### src/rtl/lemming_fate_monitor_pkg.sv
// Shared types and constants for the lemming fate monitor: FSM state
// encoding, the default splat threshold and the packed status bit layout.
package lemming_pkg;

    typedef enum logic [1:0] {
        GND   = 2'd0,
        FALL  = 2'd1,
        SPLAT = 2'd2
    } fate_state_e;

    localparam int SPLAT_CYCLES_DEF = 20;

    // Bit positions inside the packed walker status vector.
    localparam int STATUS_W = 4;
    localparam int WL       = 0;
    localparam int WR       = 1;
    localparam int AAAH     = 2;
    localparam int DIG      = 3;

    // True when exactly one status bit is set (the walker's one-hot contract).
    function automatic logic is_onehot(input logic [STATUS_W-1:0] s);
        logic [2:0] ones;
        ones = 3'(s[0]) + 3'(s[1]) + 3'(s[2]) + 3'(s[3]);
        return (ones == 3'd1);
    endfunction

endpackage

### src/rtl/lemming_fate_monitor_if.sv
// Bundle of walker status inputs and monitor results.  The walker side
// (or a bench) uses the master view, the monitor uses the slave view.
interface lemming_fate_monitor_if #(
    parameter int CNT_W = 8,
    parameter int FL_W  = 5
);
    // Walker status (one-hot by contract)
    logic             walk_left;
    logic             walk_right;
    logic             aaah;
    logic             digging;

    // Masked status toward display/scoring
    logic             walk_left_o;
    logic             walk_right_o;
    logic             aaah_o;
    logic             digging_o;

    // Fate and statistics
    logic             dead;
    logic [FL_W-1:0]  fall_len;
    logic [CNT_W-1:0] fall_cnt;
    logic [CNT_W-1:0] turn_cnt;
    logic [CNT_W-1:0] dig_cnt;
    logic             proto_err;

    modport master (
        output walk_left, walk_right, aaah, digging,
        input  walk_left_o, walk_right_o, aaah_o, digging_o,
        input  dead, fall_len, fall_cnt, turn_cnt, dig_cnt, proto_err
    );

    modport slave (
        input  walk_left, walk_right, aaah, digging,
        output walk_left_o, walk_right_o, aaah_o, digging_o,
        output dead, fall_len, fall_cnt, turn_cnt, dig_cnt, proto_err
    );

endinterface

### src/rtl/lemming_fate_monitor_sat_counter.sv
// Event counter that saturates at all-ones instead of wrapping and can be
// frozen with hold.
module sat_counter #(
    parameter int W = 8
) (
    input  logic         clk,
    input  logic         reset,
    input  logic         inc,
    input  logic         hold,
    output logic [W-1:0] q
);

    logic [W-1:0] cnt_q;
    logic [W-1:0] cnt_d;

    // Next count: step only when asked, not frozen and not yet full.
    always_comb begin
        cnt_d = cnt_q;
        if (inc && !hold && (cnt_q != {W{1'b1}})) begin
            cnt_d = cnt_q + 1'b1;
        end
    end

    // Count register with synchronous clear.
    always_ff @(posedge clk) begin
        if (reset) begin
            cnt_q <= '0;
        end else begin
            cnt_q <= cnt_d;
        end
    end

    assign q = cnt_q;

endmodule

### src/rtl/lemming_fate_monitor.sv
// Lemming fate monitor: times each fall of the walker, latches death when a
// fall runs past the splat threshold, masks the walker status once dead,
// and keeps saturating turn/dig/fall statistics plus a sticky one-hot error.
module lemming_fate_monitor
    import lemming_pkg::*;
#(
    parameter int SPLAT_CYCLES = SPLAT_CYCLES_DEF,
    parameter int CNT_W        = 8,
    parameter int FL_W         = 5
) (
    input  logic                 clk,
    input  logic                 reset,
    lemming_fate_monitor_if.slave mon
);

    // fall_len has to be able to represent the saturated value
    // SPLAT_CYCLES+1, otherwise a deadly fall could never be recognised.
    generate
        if ((SPLAT_CYCLES + 1) > ((1 << FL_W) - 1)) begin : g_fl_w_too_narrow
            $error("FL_W is too narrow to hold SPLAT_CYCLES+1");
        end
        if (SPLAT_CYCLES < 1) begin : g_splat_too_small
            $error("SPLAT_CYCLES must be at least 1");
        end
    endgenerate

    localparam logic [FL_W-1:0] LEN_SURVIVE = FL_W'(SPLAT_CYCLES);
    localparam logic [FL_W-1:0] LEN_MAX     = FL_W'(SPLAT_CYCLES + 1);

    logic [STATUS_W-1:0] status;

    fate_state_e       state_q, state_d;
    logic [FL_W-1:0]   fall_len_q, fall_len_d;
    logic              dead_q, dead_d;
    logic              proto_err_q, proto_err_d;
    logic              prev_wl_q, prev_wl_d;
    logic              prev_wr_q, prev_wr_d;
    logic              prev_dig_q, prev_dig_d;

    logic              landed;
    logic              splat_entry;
    logic              stats_hold;
    logic              turn_ev;
    logic              dig_ev;

    // Pack the walker status into one vector for indexed access.
    always_comb begin
        status       = '0;
        status[WL]   = mon.walk_left;
        status[WR]   = mon.walk_right;
        status[AAAH] = mon.aaah;
        status[DIG]  = mon.digging;
    end

    // Fall-timing FSM: next state, next fall length and landing/death events.
    always_comb begin
        state_d     = state_q;
        fall_len_d  = fall_len_q;
        landed      = 1'b0;
        splat_entry = 1'b0;
        unique case (state_q)
            GND: begin
                if (status[AAAH]) begin
                    state_d    = FALL;
                    fall_len_d = FL_W'(1);
                end else begin
                    fall_len_d = '0;
                end
            end
            FALL: begin
                if (status[AAAH]) begin
                    if (fall_len_q < LEN_MAX) begin
                        fall_len_d = fall_len_q + 1'b1;
                    end
                end else if (fall_len_q > LEN_SURVIVE) begin
                    // Too long in the air: keep the length visible for scoring.
                    state_d     = SPLAT;
                    splat_entry = 1'b1;
                end else begin
                    state_d    = GND;
                    fall_len_d = '0;
                    landed     = 1'b1;
                end
            end
            SPLAT: begin
                state_d = SPLAT;
            end
            default: begin
                state_d    = GND;
                fall_len_d = '0;
            end
        endcase
        dead_d = (state_d == SPLAT);
    end

    // Statistics events, previous-status capture and the sticky one-hot check.
    always_comb begin
        stats_hold  = (state_q == SPLAT) || splat_entry;
        turn_ev     = (status[WR] & prev_wl_q) | (status[WL] & prev_wr_q);
        dig_ev      = status[DIG] & ~prev_dig_q;
        prev_wl_d   = prev_wl_q;
        prev_wr_d   = prev_wr_q;
        prev_dig_d  = prev_dig_q;
        proto_err_d = proto_err_q;
        if (state_q != SPLAT) begin
            prev_wl_d  = status[WL];
            prev_wr_d  = status[WR];
            prev_dig_d = status[DIG];
            if (!is_onehot(status)) begin
                proto_err_d = 1'b1;
            end
        end
    end

    // State and flag registers; reset wins over everything including SPLAT.
    always_ff @(posedge clk) begin
        if (reset) begin
            state_q     <= GND;
            fall_len_q  <= '0;
            dead_q      <= 1'b0;
            proto_err_q <= 1'b0;
            prev_wl_q   <= 1'b0;
            prev_wr_q   <= 1'b0;
            prev_dig_q  <= 1'b0;
        end else begin
            state_q     <= state_d;
            fall_len_q  <= fall_len_d;
            dead_q      <= dead_d;
            proto_err_q <= proto_err_d;
            prev_wl_q   <= prev_wl_d;
            prev_wr_q   <= prev_wr_d;
            prev_dig_q  <= prev_dig_d;
        end
    end

    sat_counter #(.W(CNT_W)) u_fall_cnt (
        .clk   (clk),
        .reset (reset),
        .inc   (landed),
        .hold  (stats_hold),
        .q     (mon.fall_cnt)
    );

    sat_counter #(.W(CNT_W)) u_turn_cnt (
        .clk   (clk),
        .reset (reset),
        .inc   (turn_ev),
        .hold  (stats_hold),
        .q     (mon.turn_cnt)
    );

    sat_counter #(.W(CNT_W)) u_dig_cnt (
        .clk   (clk),
        .reset (reset),
        .inc   (dig_ev),
        .hold  (stats_hold),
        .q     (mon.dig_cnt)
    );

    // Zero-latency masking: the dead register gates the live status.
    assign mon.walk_left_o  = status[WL]   & ~dead_q;
    assign mon.walk_right_o = status[WR]   & ~dead_q;
    assign mon.aaah_o       = status[AAAH] & ~dead_q;
    assign mon.digging_o    = status[DIG]  & ~dead_q;

    assign mon.dead      = dead_q;
    assign mon.fall_len  = fall_len_q;
    assign mon.proto_err = proto_err_q;

endmodule

### src/flat_wrapper.sv
// flat-port wrapper written by rule: the top's interface ports become plain ports
module lemming_fate_monitor_flat import lemming_pkg::*;
#(
    parameter int SPLAT_CYCLES = SPLAT_CYCLES_DEF,
    parameter int CNT_W        = 8,
    parameter int FL_W         = 5
)
  (clk, reset, mon_walk_left, mon_walk_right, mon_aaah, mon_digging, mon_walk_left_o, mon_walk_right_o, mon_aaah_o, mon_digging_o, mon_dead, mon_fall_len, mon_fall_cnt, mon_turn_cnt, mon_dig_cnt, mon_proto_err);
  lemming_fate_monitor_if #(.CNT_W(CNT_W), .FL_W(FL_W)) mon_i ();
  input  logic clk;
  input  logic reset;
  input wire logic [$bits(mon_i.walk_left)-1:0] mon_walk_left;
  input wire logic [$bits(mon_i.walk_right)-1:0] mon_walk_right;
  input wire logic [$bits(mon_i.aaah)-1:0] mon_aaah;
  input wire logic [$bits(mon_i.digging)-1:0] mon_digging;
  output wire logic [$bits(mon_i.walk_left_o)-1:0] mon_walk_left_o;
  output wire logic [$bits(mon_i.walk_right_o)-1:0] mon_walk_right_o;
  output wire logic [$bits(mon_i.aaah_o)-1:0] mon_aaah_o;
  output wire logic [$bits(mon_i.digging_o)-1:0] mon_digging_o;
  output wire logic [$bits(mon_i.dead)-1:0] mon_dead;
  output wire logic [$bits(mon_i.fall_len)-1:0] mon_fall_len;
  output wire logic [$bits(mon_i.fall_cnt)-1:0] mon_fall_cnt;
  output wire logic [$bits(mon_i.turn_cnt)-1:0] mon_turn_cnt;
  output wire logic [$bits(mon_i.dig_cnt)-1:0] mon_dig_cnt;
  output wire logic [$bits(mon_i.proto_err)-1:0] mon_proto_err;
  assign mon_i.walk_left = mon_walk_left;
  assign mon_i.walk_right = mon_walk_right;
  assign mon_i.aaah = mon_aaah;
  assign mon_i.digging = mon_digging;
  assign mon_walk_left_o = mon_i.walk_left_o;
  assign mon_walk_right_o = mon_i.walk_right_o;
  assign mon_aaah_o = mon_i.aaah_o;
  assign mon_digging_o = mon_i.digging_o;
  assign mon_dead = mon_i.dead;
  assign mon_fall_len = mon_i.fall_len;
  assign mon_fall_cnt = mon_i.fall_cnt;
  assign mon_turn_cnt = mon_i.turn_cnt;
  assign mon_dig_cnt = mon_i.dig_cnt;
  assign mon_proto_err = mon_i.proto_err;
  lemming_fate_monitor #(.SPLAT_CYCLES(SPLAT_CYCLES), .CNT_W(CNT_W), .FL_W(FL_W)) u_core (.clk(clk), .reset(reset), .mon(mon_i));
endmodule
### config.mk
export PLATFORM = sky130hd
export DESIGN_NAME = lemming_fate_monitor_flat
export DESIGN_NICKNAME = d
export VERILOG_FILES = /design/src/rtl/lemming_fate_monitor_pkg.sv /design/src/rtl/lemming_fate_monitor_if.sv /design/src/rtl/lemming_fate_monitor_sat_counter.sv /design/src/rtl/lemming_fate_monitor.sv /design/src/flat_wrapper.sv
export SDC_FILE = /design/constraint.sdc
export NUM_CORES = 1
export LEC_CHECK = 0
export ABC_AREA = 1
export BUFFER_PORTS_ARGS = -buffer_cell sky130_fd_sc_hd__clkbuf_2
export CAP_MARGIN = 25
export CORE_ASPECT_RATIO = 0.75
export CORE_MARGIN = 10
export CORE_UTILIZATION = 35
export DETAILED_ROUTE_END_ITERATION = 8
export GPL_TIMING_DRIVEN = 0
export PLACE_DENSITY = 0.52
export SLEW_MARGIN = 10
export SYNTH_ARGS = -nofsm -noshare
export SYNTH_HDL_FRONTEND = slang
export SYNTH_HIERARCHICAL = 1
export SYNTH_SLANG_ARGS = --single-unit
### constraint.sdc
create_clock -name clk -period 2.1 [get_ports clk]
set_clock_uncertainty 0.1 [all_clocks]
set_input_delay 0.105 -clock clk [delete_from_list [all_inputs] [get_ports clk]]
set_output_delay 0.105 -clock clk [all_outputs]
set_load 0.01 [all_outputs]
==> impl_metrics.env, run 1 <==
export IMPL_status="complete, no violations"
export IMPL_finalHoldViolCount=0
export IMPL_setup_violations=0
export IMPL_crit_slowest_cell="dfxtp_4"
export IMPL_io_pins=41
export IMPL_synth_compound_area_share=0.1056
export IMPL_fin_nets=371
export IMPL_leakagePower_nw=1.285
export IMPL_grt_pass1_wl_um=8528
export IMPL_mostFrequentLayoutCell="nor2_1"
export IMPL_crit_path_end_kind="register"
export IMPL_yosysTopAreaCell="dfxtp_1"
export IMPL_maxSlewViolCount=0
export IMPL_totalWireLength_um=5057
export IMPL_die_h_um=87.61
export IMPL_critPathCapture="u_core/u_turn_cnt/q[1]"
export IMPL_drt_iter0_drc=72
export IMPL_synthTopCellsByArea="dfxtp_1 34%, nor2_1 11%, nand2_1 9.9%"
export IMPL_clockRootBuffer="clkbuf_8"
export IMPL_synth_top_area_frac=0.3378
export IMPL_synth_top_family_by_area="simple AND/OR/NAND/NOR gates"
export IMPL_vias=1972
export IMPL_synth_fa_ha_area_frac=0.05044
export IMPL_final_area_um2=2551
export IMPL_cts_tree="done"
export IMPL_cts_max_level=2
export IMPL_gr_usage_met3=0.03522
export IMPL_clock_path_buffers=2
export IMPL_finalCritPeriodShare=0.9004
export IMPL_hpwl_um=3900
export IMPL_cp_slowest_stage_delay_ps=390
export IMPL_final_antenna_net_count=0
export IMPL_worst_pin_slew_ps=315.9
export IMPL_cp_required_ps=2180
export IMPL_rsz0062_at_grt="false"
export IMPL_ir_drop_mv=0.3180
export IMPL_syn_area_per_cell_um2=6.882
export IMPL_muxShareOfSynthArea=0
export IMPL_hp_class="in -> reg"
export IMPL_grtUsageMet1=0.1488
export IMPL_numPortBuffers=40
export IMPL_gp_congestion=0.7937
export IMPL_clock_sinks=36
export IMPL_dpl_instance_area_um2=2431
export IMPL_r2r_slack_ps=210
export IMPL_synth_nets=324
export IMPL_busiest_layer="met2"
export IMPL_worst_ep_arrival_time_ps=1970
export IMPL_routed_via_density=4.523
export IMPL_fp_coreArea_um2=5856
export IMPL_synthCells=310
export IMPL_synth_cell_types=26
export IMPL_synth_seq_cells=36
export IMPL_rows=24
export IMPL_place_ws_ps=-13.73
export IMPL_track_usage=0.1080
export IMPL_die_area_um2=9650
export IMPL_use_met2=0.1612
export IMPL_synth_seq_area_share=0.3378
export IMPL_drt_pass1_iterations=4
export IMPL_path_common_cell="inv_2"
export IMPL_r2r_cells=16
export IMPL_antenna_found_initial=0
export IMPL_maxCapViolations=0
export IMPL_antenna_cells=0
export IMPL_drc_errors=0
export IMPL_r2r_start="u_core/mon.fall_len[0]"
export IMPL_clk_latency_ps=280
export IMPL_start_util=0.3643
export IMPL_synth_xor_xnor_area_share=0
export IMPL_reg2reg_to="u_core/u_turn_cnt/q[1]"
export IMPL_fmax_mhz=528.9
export IMPL_yosys_warnings=6
export IMPL_area_delta_synth_final_pct=19.59
export IMPL_grt_max_degree=14
export IMPL_globalRouteOverflowTotal=0
export IMPL_grt_pass1_vias=1815
export IMPL_path_clk_slew_ps=70
export IMPL_crit_fanout=7
export IMPL_drive_above_1_share=0.3045
export IMPL_synth_simple_area_share=0.4164
export IMPL_fin_crit_ps=1891
export IMPL_die_w_um=110.2
export IMPL_mostFrequentLayoutCells="59 x nor2_1, 53 x nand2_1, 40 x clkbuf_2"
export IMPL_relSlewSlack=0.7894
export IMPL_cts_buffers=5
export IMPL_num_fill_cells=656
export IMPL_p_per_area_nw_per_um2=535.4
export IMPL_startpoint="u_core/mon.fall_len[0]"
export IMPL_wl_per_cell_um=11.60
export IMPL_crit_path_cell_trace="inv_1, ha_1, inv_1, nand2_1, nand2_2, nand2_2, nor2_4, nor2_2, inv_2, inv_2, nand2_2, inv_2, nand2_4, inv_2, nor2_1, nor2_1"
export IMPL_cp_start_kind="register"
export IMPL_hold_depth=3
export IMPL_synth_area_um2=2133
export IMPL_setup_ws_ps=209.2
export IMPL_path_class="reg -> reg"
## per-layer routing
layer | share of wire | up-vias | wire length [um]
met1 | 0.52 | 865 | 2627
met4 | 0.0045 | 0 | 23
met5 | 0 | - | 0
met3 | 0.058 | 2 | 293
met2 | 0.42 | 32 | 2111
li1 | - | 1073 | -
## where the power goes
part           switching (mW)  leakage, nW  internal, mW  total (mW)
registers              0.0189        0.294         0.699       0.718
logic                  0.0888        0.945        0.0491       0.138
clock network           0.242       0.0455         0.268       0.510
total                   0.350         1.28          1.02        1.37
## logic make-up (layout without fill, tap and decap cells)
kind of cell	count (synthesis)	after routing
buffers and inverters	48	96
and+or+nand+nor	178	178
AOI/OAI and AO/OA	40	40
adders and majority gates	8	8
DFF	36	36
## worst max-delay path: cells and delay by family, from the launching register on
| family | cells | cell delay, ps |
|---|---|---|
| fa+ha+maj | 1 | 210 |
| simple gates | 9 | 730 |
| buf+inv | 6 | 370 |
| flops | 1 | 390 |
## metrics by stage
| step | setup TNS [ps] | hold slack [ps] | std cells | utilization | power, mW |
|---|---|---|---|---|---|
| CTS | 0 | 41.34 | 436 | 0.4308 | 1.394 |
| floorplan | 0 | 74.07 | 310 | - | 0.8192 |
| finish | 0 | 65.13 | 436 | 0.4357 | 1.366 |
| detailed placement | -32.47 | 342.1 | 428 | 0.4152 | 0.8708 |
| global placement | -11.89 | 317.5 | 428 | 0.4152 | 0.8693 |
| global route | 0 | 87.45 | 436 | 0.4357 | 1.442 |
## worst min-delay path by stage
stage	end	slack (ps)	from
after global routing	u_core/prev_dig_q	90	mon_digging
after global placement	u_core/prev_dig_q	320	mon_digging
after detailed placement	u_core/prev_dig_q	340	mon_digging
final	u_core/prev_dig_q	70	mon_digging
after CTS	u_core/prev_dig_q	40	mon_digging
after floorplan	u_core/mon.fall_len[2]	70	reset
## state kept, by name, indices dropped and copies added, names as in the netlist
signal,flops
u_core/prev_wr_q,1
u_core/mon.dead,1
u_core/mon.fall_len,5
u_core/u_dig_cnt/q,8
u_core/u_fall_cnt/q,8
u_core/state_q,2
u_core/u_turn_cnt/q,8
u_core/mon.proto_err,1
u_core/prev_wl_q,1
u_core/prev_dig_q,1
## repair_timing
item | CTS | global route
gates resized for setup | 1 | 10
setup endpoints to repair | 11 | 24
endpoints found under the hold margin | 0 | 0
gates cloned | 0 | 0
setup buffers | 0 | 0
hold buffers | 0 | 0
pin swaps | 0 | 0
## layout make-up
| type | count | area [um^2] | area share |
|---|---|---|---|
| Clock buffer | 8 | 90.09 | 0.03531 |
| Tap cell | 78 | 97.59 | 0.03825 |
| Multi-Input combinational cell | 226 | 1246 | 0.4885 |
| Sequential cell | 36 | 725.7 | 0.2845 |
| Buffer | 2 | 18.77 | 0.007357 |
| Inverter | 46 | 172.7 | 0.06768 |
| Timing Repair Buffer | 40 | 200.2 | 0.07847 |
## synthesized netlist by cell type
| cell | count |
|---|---|
| nand2_1 | 56 |
| nand2_2 | 12 |
| a21oi_1 | 22 |
| buf_4 | 1 |
| o21bai_2 | 3 |
| clkinv_1 | 3 |
| nand3_1 | 22 |
| nor2_1 | 60 |
| buf_6 | 1 |
| or2_2 | 1 |
| fa_1 | 1 |
| inv_1 | 25 |
| nor2_2 | 7 |
| a22o_1 | 1 |
| nand2_4 | 6 |
| inv_2 | 18 |
| ha_1 | 7 |
| o21ai_0 | 6 |
| nand4_1 | 4 |
| o31ai_1 | 1 |
| nor2_4 | 2 |
| dfxtp_1 | 36 |
| nand3_2 | 2 |
| o21ai_1 | 7 |
| nand3b_1 | 3 |
| nor2_8 | 3 |
Power figures use the tool's default switching activity.
==> inputs of run 2 (changes only) <==
--- a/config.mk
+++ b/config.mk
@@ -13,7 +13,7 @@
 export CORE_UTILIZATION = 35
 export DETAILED_ROUTE_END_ITERATION = 8
 export GPL_TIMING_DRIVEN = 0
-export PLACE_DENSITY = 0.52
+export PLACE_DENSITY = 0.54
 export SLEW_MARGIN = 10
 export SYNTH_ARGS = -nofsm -noshare
 export SYNTH_HDL_FRONTEND = slang
==> constraint.sdc (replaced) <==
create_clock -name clk -period 1.6 [get_ports clk]
set_clock_uncertainty 0.1 [all_clocks]
set_input_delay 0.08 -clock clk [delete_from_list [all_inputs] [get_ports clk]]
set_output_delay 0.08 -clock clk [all_outputs]
set_load 0.01 [all_outputs]
==> run 2 against run 1 <==
Against the previous run:
- the run now ends with setup timing left
- wire length increased by 2.3%
- first-iteration DRC count increased by 25%
- sequential power is 31% higher
- final cell count is 1.8% higher
- setup slack worse by 320 ps
- die area unchanged
- core utilization increased by 4.0 points
- cell area is 9.2% higher
- critical path depth unchanged
- flip-flop and latch count unchanged
- combinational power up 44%
- clock power is 62% higher
- largest cell class unchanged
- highest routed layer unchanged
==> impl_metrics.env, run 2 (synthesis results as in run 1) <==
export IMPL_clk_latency_ps=280
export IMPL_drt_pass1_iterations=5
export IMPL_grt_pass1_vias=1843
export IMPL_worst_pin_slew_ps=312.3
export IMPL_rows=24
export IMPL_io_pins=41
export IMPL_gp_congestion=0.8073
export IMPL_mostFrequentLayoutCell="nor2_1"
export IMPL_relSlewSlack=0.7918
export IMPL_finalCritPeriodShare=1.069
export IMPL_r2r_start="u_core/mon.fall_len[1]"
export IMPL_clock_path_buffers=2
export IMPL_cts_buffers=5
export IMPL_cts_tree="done"
export IMPL_cts_hold_buf=0
export IMPL_final_antenna_net_count=0
export IMPL_crit_path_end_kind="register"
export IMPL_multi_input_area_um2=1365
export IMPL_numPortBuffers=40
export IMPL_path_class="reg -> reg"
export IMPL_grt_max_degree=14
export IMPL_rsz0062_at_grt="true"
export IMPL_failed_checks="setup timing"
export IMPL_mostFrequentLayoutCells="55 x nor2_1, 48 x nand2_1, 40 x clkbuf_2"
export IMPL_place_ws_ps=-213.1
export IMPL_grt_pass1_wl_um=8500
export IMPL_r2r_cells=16
export IMPL_fin_nets=379
export IMPL_hold_ws_ps=20.89
export IMPL_cts_max_level=2
export IMPL_start_util=0.3643
export IMPL_clock_sinks=36
export IMPL_status="finished with violations"
export IMPL_hold_depth=3
export IMPL_path_clk_slew_ps=80
export IMPL_area_delta_synth_final_pct=30.62
export IMPL_antenna_cells=0
export IMPL_routed_via_density=4.604
export IMPL_clockRootBuffer="clkbuf_8"
export IMPL_num_fill_cells=614
export IMPL_wl_per_cell_um=11.65
export IMPL_final_area_um2=2786
export IMPL_maxCapViolations=0
export IMPL_crit_fanout=4
export IMPL_dpl_instance_area_um2=2519
export IMPL_tns_ps=-1425
export IMPL_hpwl_um=3847
export IMPL_maxSlewViolCount=0
export IMPL_seq_area_um2=732.0
export IMPL_ir_drop_mv=0.4375
export IMPL_globalRouteOverflowTotal=0
export IMPL_startpoint="u_core/mon.fall_len[1]"
export IMPL_setup_ws_ps=-110.5
export IMPL_die_w_um=110.2
export IMPL_totalWireLength_um=5171
export IMPL_finalHoldViolCount=0
export IMPL_drc_errors=0
export IMPL_cp_required_ps=1720
export IMPL_track_usage=0.1068
export IMPL_drive_above_1_share=0.3825
export IMPL_p_per_area_nw_per_um2=704.7
export IMPL_drt_iter0_drc=90
export IMPL_die_h_um=87.61
export IMPL_worst_ep_arrival_time_ps=1830
export IMPL_leakagePower_nw=1.400
export IMPL_antenna_found_initial=0
export IMPL_min_from="mon_digging"
export IMPL_fp_coreArea_um2=5856
export IMPL_setup_violations=24
export IMPL_fmax_mhz=584.6
export IMPL_hp_class="in -> reg"
export IMPL_vias=2044
export IMPL_die_area_um2=9650
export IMPL_fin_crit_ps=1711
export IMPL_cp_start_kind="register"
## run 2: stage by stage
step,std cells,power [mW],utilization
2_1_floorplan,310,1.085,-
5_1_grt,444,2.064,0.4759
3_5_place_dp,428,1.151,0.4301
4_1_cts,440,1.989,0.4598
6_report,444,1.964,0.4759
3_3_place_gp,428,1.149,0.4301
## run 2: layout make-up
class / instances / share of cell area
Timing Repair Buffer: 48 / 0.09340
Inverter: 46 / 0.06736
Clock buffer: 8 / 0.04356
Sequential cell: 36 / 0.2627
Multi-Input combinational cell: 226 / 0.4899
Tap cell: 78 / 0.03502
Buffer: 2 / 0.008083
## run 2: what timing repair did
action	in CTS	in global routing
resized for setup	8	17
pin swaps	8	9
endpoints found under the setup margin	24	24
buffers inserted	4	4
## run 2: worst paths after layout
| path | to | slack, ps |
|---|---|---|
| max reg2reg | u_core/u_dig_cnt/q[7] | -110 |
| min | u_core/prev_dig_q | 20 |
| max | u_core/u_dig_cnt/q[7] | -110 |
| min reg2reg | u_core/mon.proto_err | 360 |
## run 2: where the power goes
| part | total, mW | internal (mW) | leakage, nW | switching (mW) |
|---|---|---|---|---|
| clock | 0.826 | 0.488 | 0.0627 | 0.339 |
| combinational | 0.199 | 0.0733 | 1.04 | 0.126 |
| sequential | 0.938 | 0.915 | 0.295 | 0.0231 |
## run 2: per-layer routing
metal / vias to the layer above / share of wire / track usage
met3: 2 / 0.056 / 0.03888
met4: 0 / 0.0044 / 0.02095
met2: 24 / 0.45 / 0.1660
met1: 928 / 0.49 / 0.1396
met5: - / 0 / 0
li1: 1090 / - / -
## run 2: worst max-delay path: stages (launching register included)
cell	delay [ps]
dfxtp_4	350
inv_2	60
ha_4	120
inv_2	30
nand2_2	70
nand2_4	70
nand2_4	60
nor2_4	40
nor2_4	90
inv_2	70
inv_2	60
nand2_4	70
nor2_4	170
nand2_2	80
nand2_1	70
nand2_1	50
a21oi_2	90
==> inputs of run 3 (changes only) <==
--- a/config.mk
+++ b/config.mk
@@ -12,7 +12,7 @@
 export CORE_MARGIN = 10
 export CORE_UTILIZATION = 35
 export DETAILED_ROUTE_END_ITERATION = 8
-export GPL_TIMING_DRIVEN = 0
+export GPL_TIMING_DRIVEN = 1
 export PLACE_DENSITY = 0.54
 export SLEW_MARGIN = 10
 export SYNTH_ARGS = -nofsm -noshare
==> run 3 against run 2 <==
Against the previous run:
- the run still ends with setup timing left
- setup slack got worse by 8.6 ps
- register-to-register slack barely moved
- final cell count rose by 2.3%
- largest cell class unchanged
- highest routed layer unchanged
==> impl_metrics.env, run 3 (synthesis results as in run 1) <==
export IMPL_status="finished with violations"
export IMPL_failed_checks="setup timing"
export IMPL_wl_per_cell_um=11.39
export IMPL_path_clk_slew_ps=70
export IMPL_fin_crit_ps=1719
export IMPL_die_w_um=110.2
export IMPL_routed_via_density=4.520
export IMPL_num_fill_cells=599
export IMPL_dpl_instance_area_um2=2605
export IMPL_p_comb_frac=0.119
export IMPL_hold_ws_ps=97.57
export IMPL_fp_coreArea_um2=5856
export IMPL_grt_pass1_vias=1957
export IMPL_startpoint="u_core/mon.fall_len[1]"
export IMPL_r2r_start="u_core/mon.fall_len[1]"
export IMPL_die_h_um=87.61
export IMPL_finalHoldViolCount=0
export IMPL_cp_required_ps=1680
export IMPL_totalWireLength_um=5170
export IMPL_clock_sinks=36
export IMPL_fmax_mhz=581.7
export IMPL_start_util=0.3643
export IMPL_swShare=0.2568
export IMPL_clockRootBuffer="clkbuf_8"
export IMPL_rsz0062_at_grt="true"
export IMPL_hp_class="in -> reg"
export IMPL_ir_drop_mv=0.4346
export IMPL_path_class="reg -> reg"
export IMPL_cts_tree="done"
export IMPL_track_usage=0.1108
export IMPL_p_per_area_nw_per_um2=652.5
export IMPL_cp_start_kind="register"
export IMPL_area_delta_synth_final_pct=34.25
export IMPL_clockPowerShare=0.377
export IMPL_antenna_found_initial=0
export IMPL_crit_path_end_kind="register"
export IMPL_final_cells=454
export IMPL_cts_max_level=2
export IMPL_rows=24
export IMPL_globalRouteOverflowTotal=0
export IMPL_relSlewSlack=0.7742
export IMPL_final_antenna_net_count=0
export IMPL_setup_ws_ps=-119.1
export IMPL_drt_pass1_iterations=4
export IMPL_drc_errors=0
export IMPL_maxSlewViolCount=0
export IMPL_dp_cells=440
export IMPL_hpwl_um=3942
export IMPL_antenna_cells=0
export IMPL_clk_latency_ps=280
export IMPL_multi_input_area_um2=1391
export IMPL_gp_congestion=0.8336
export IMPL_worst_pin_slew_ps=338.6
export IMPL_numPortBuffers=40
export IMPL_min_from="mon_digging"
export IMPL_maxCapViolations=0
export IMPL_worst_ep_arrival_time_ps=1790
export IMPL_seq_area_um2=728.2
export IMPL_total_power_mw=1.869
export IMPL_setup_violations=20
export IMPL_grt_max_degree=14
export IMPL_seqPwrFrac=0.504
export IMPL_vias=2052
export IMPL_clock_path_buffers=2
export IMPL_crit_fanout=4
export IMPL_fin_nets=390
export IMPL_mostFrequentLayoutCells="49 x nor2_1, 49 x nand2_1, 40 x clkbuf_2"
export IMPL_power_switching_mw=0.4799
export IMPL_grt_pass1_wl_um=8838
export IMPL_die_area_um2=9650
export IMPL_io_pins=41
export IMPL_cts_buffers=5
export IMPL_drt_iter0_drc=57
export IMPL_leakagePower_nw=1.437
export IMPL_drive_above_1_share=0.4229
export IMPL_finalCritPeriodShare=1.074
export IMPL_final_area_um2=2864
export IMPL_cts_hold_buf=0
export IMPL_internal_power_mw=1.389
run 3: cell count changes in the layout (fill, tap and decap cells not counted), sizes merged:
| cell | change |
|---|---|
| clkbuf | -1 |
| buf | +11 |
run 3: stage by stage:
stage / util / TNS, ps / setup WS (ps)
global placement: 0.4449 / -1643 / -149.0
finish: 0.4891 / -1200 / -119.1
global route: 0.4891 / -4292 / -230.9
CTS: 0.4701 / -1131 / -77.50
floorplan: - / -811.7 / -55.77
detailed placement: 0.4449 / -1959 / -208.6
run 3: worst paths after layout:
path	end	slack, ps	cells past startpoint
setup / recovery	u_core/u_dig_cnt/q[3]	-120	16
hold / removal	u_core/prev_dig_q	100	4
setup reg to reg	u_core/u_dig_cnt/q[3]	-120	16
hold reg to reg	u_core/mon.proto_err	380	2
run 3: power groups by stage:
stage | combinational [mW] | sequential, mW | clock (mW)
after CTS | 0.211 | 0.938 | 0.735
final | 0.223 | 0.942 | 0.704
after global routing | 0.253 | 0.945 | 0.776
after detailed placement | 0.207 | 0.959 | 0
after floorplan | 0.120 | 0.965 | 0
after global placement | 0.205 | 0.959 | 0
run 3: layout make-up:
type	instances	area share
clock buffers	7	0.03364
repair buffers	61	0.1249
well taps	78	0.03408
multi-input cells	226	0.4858
inverters	46	0.06728
flip-flops and latches	36	0.2543
run 3: layer usage:
metal | share of wire | track usage | vias up
met5 | 0 | 0 | -
met4 | 0.0074 | 0.03027 | 0
met3 | 0.057 | 0.03668 | 5
met2 | 0.42 | 0.1677 | 24
met1 | 0.51 | 0.1473 | 909
li1 | - | - | 1114
run 3: what timing repair did:
item | CTS | global route
setup buffers | 4 | 3
gates cloned | 0 | 0
pin swaps | 9 | 9
endpoints found under the hold margin | 0 | 0
setup endpoints to repair | 24 | 29
gates resized for setup | 7 | 26
run 3: worst max-delay path, stage by stage, from the launching register on:
cell and delay (ps):
dfxtp_4 350, inv_4 50, ha_4 120, inv_2 40, nand2_2 50, nand2_2 60
nand2_2 80, nor2_4 40, nor2_4 110, inv_4 60, inv_4 50, nand2_4 60
nor2_4 150, buf_4 130, nand3_2 50, nand2_1 70, nor2_1 50
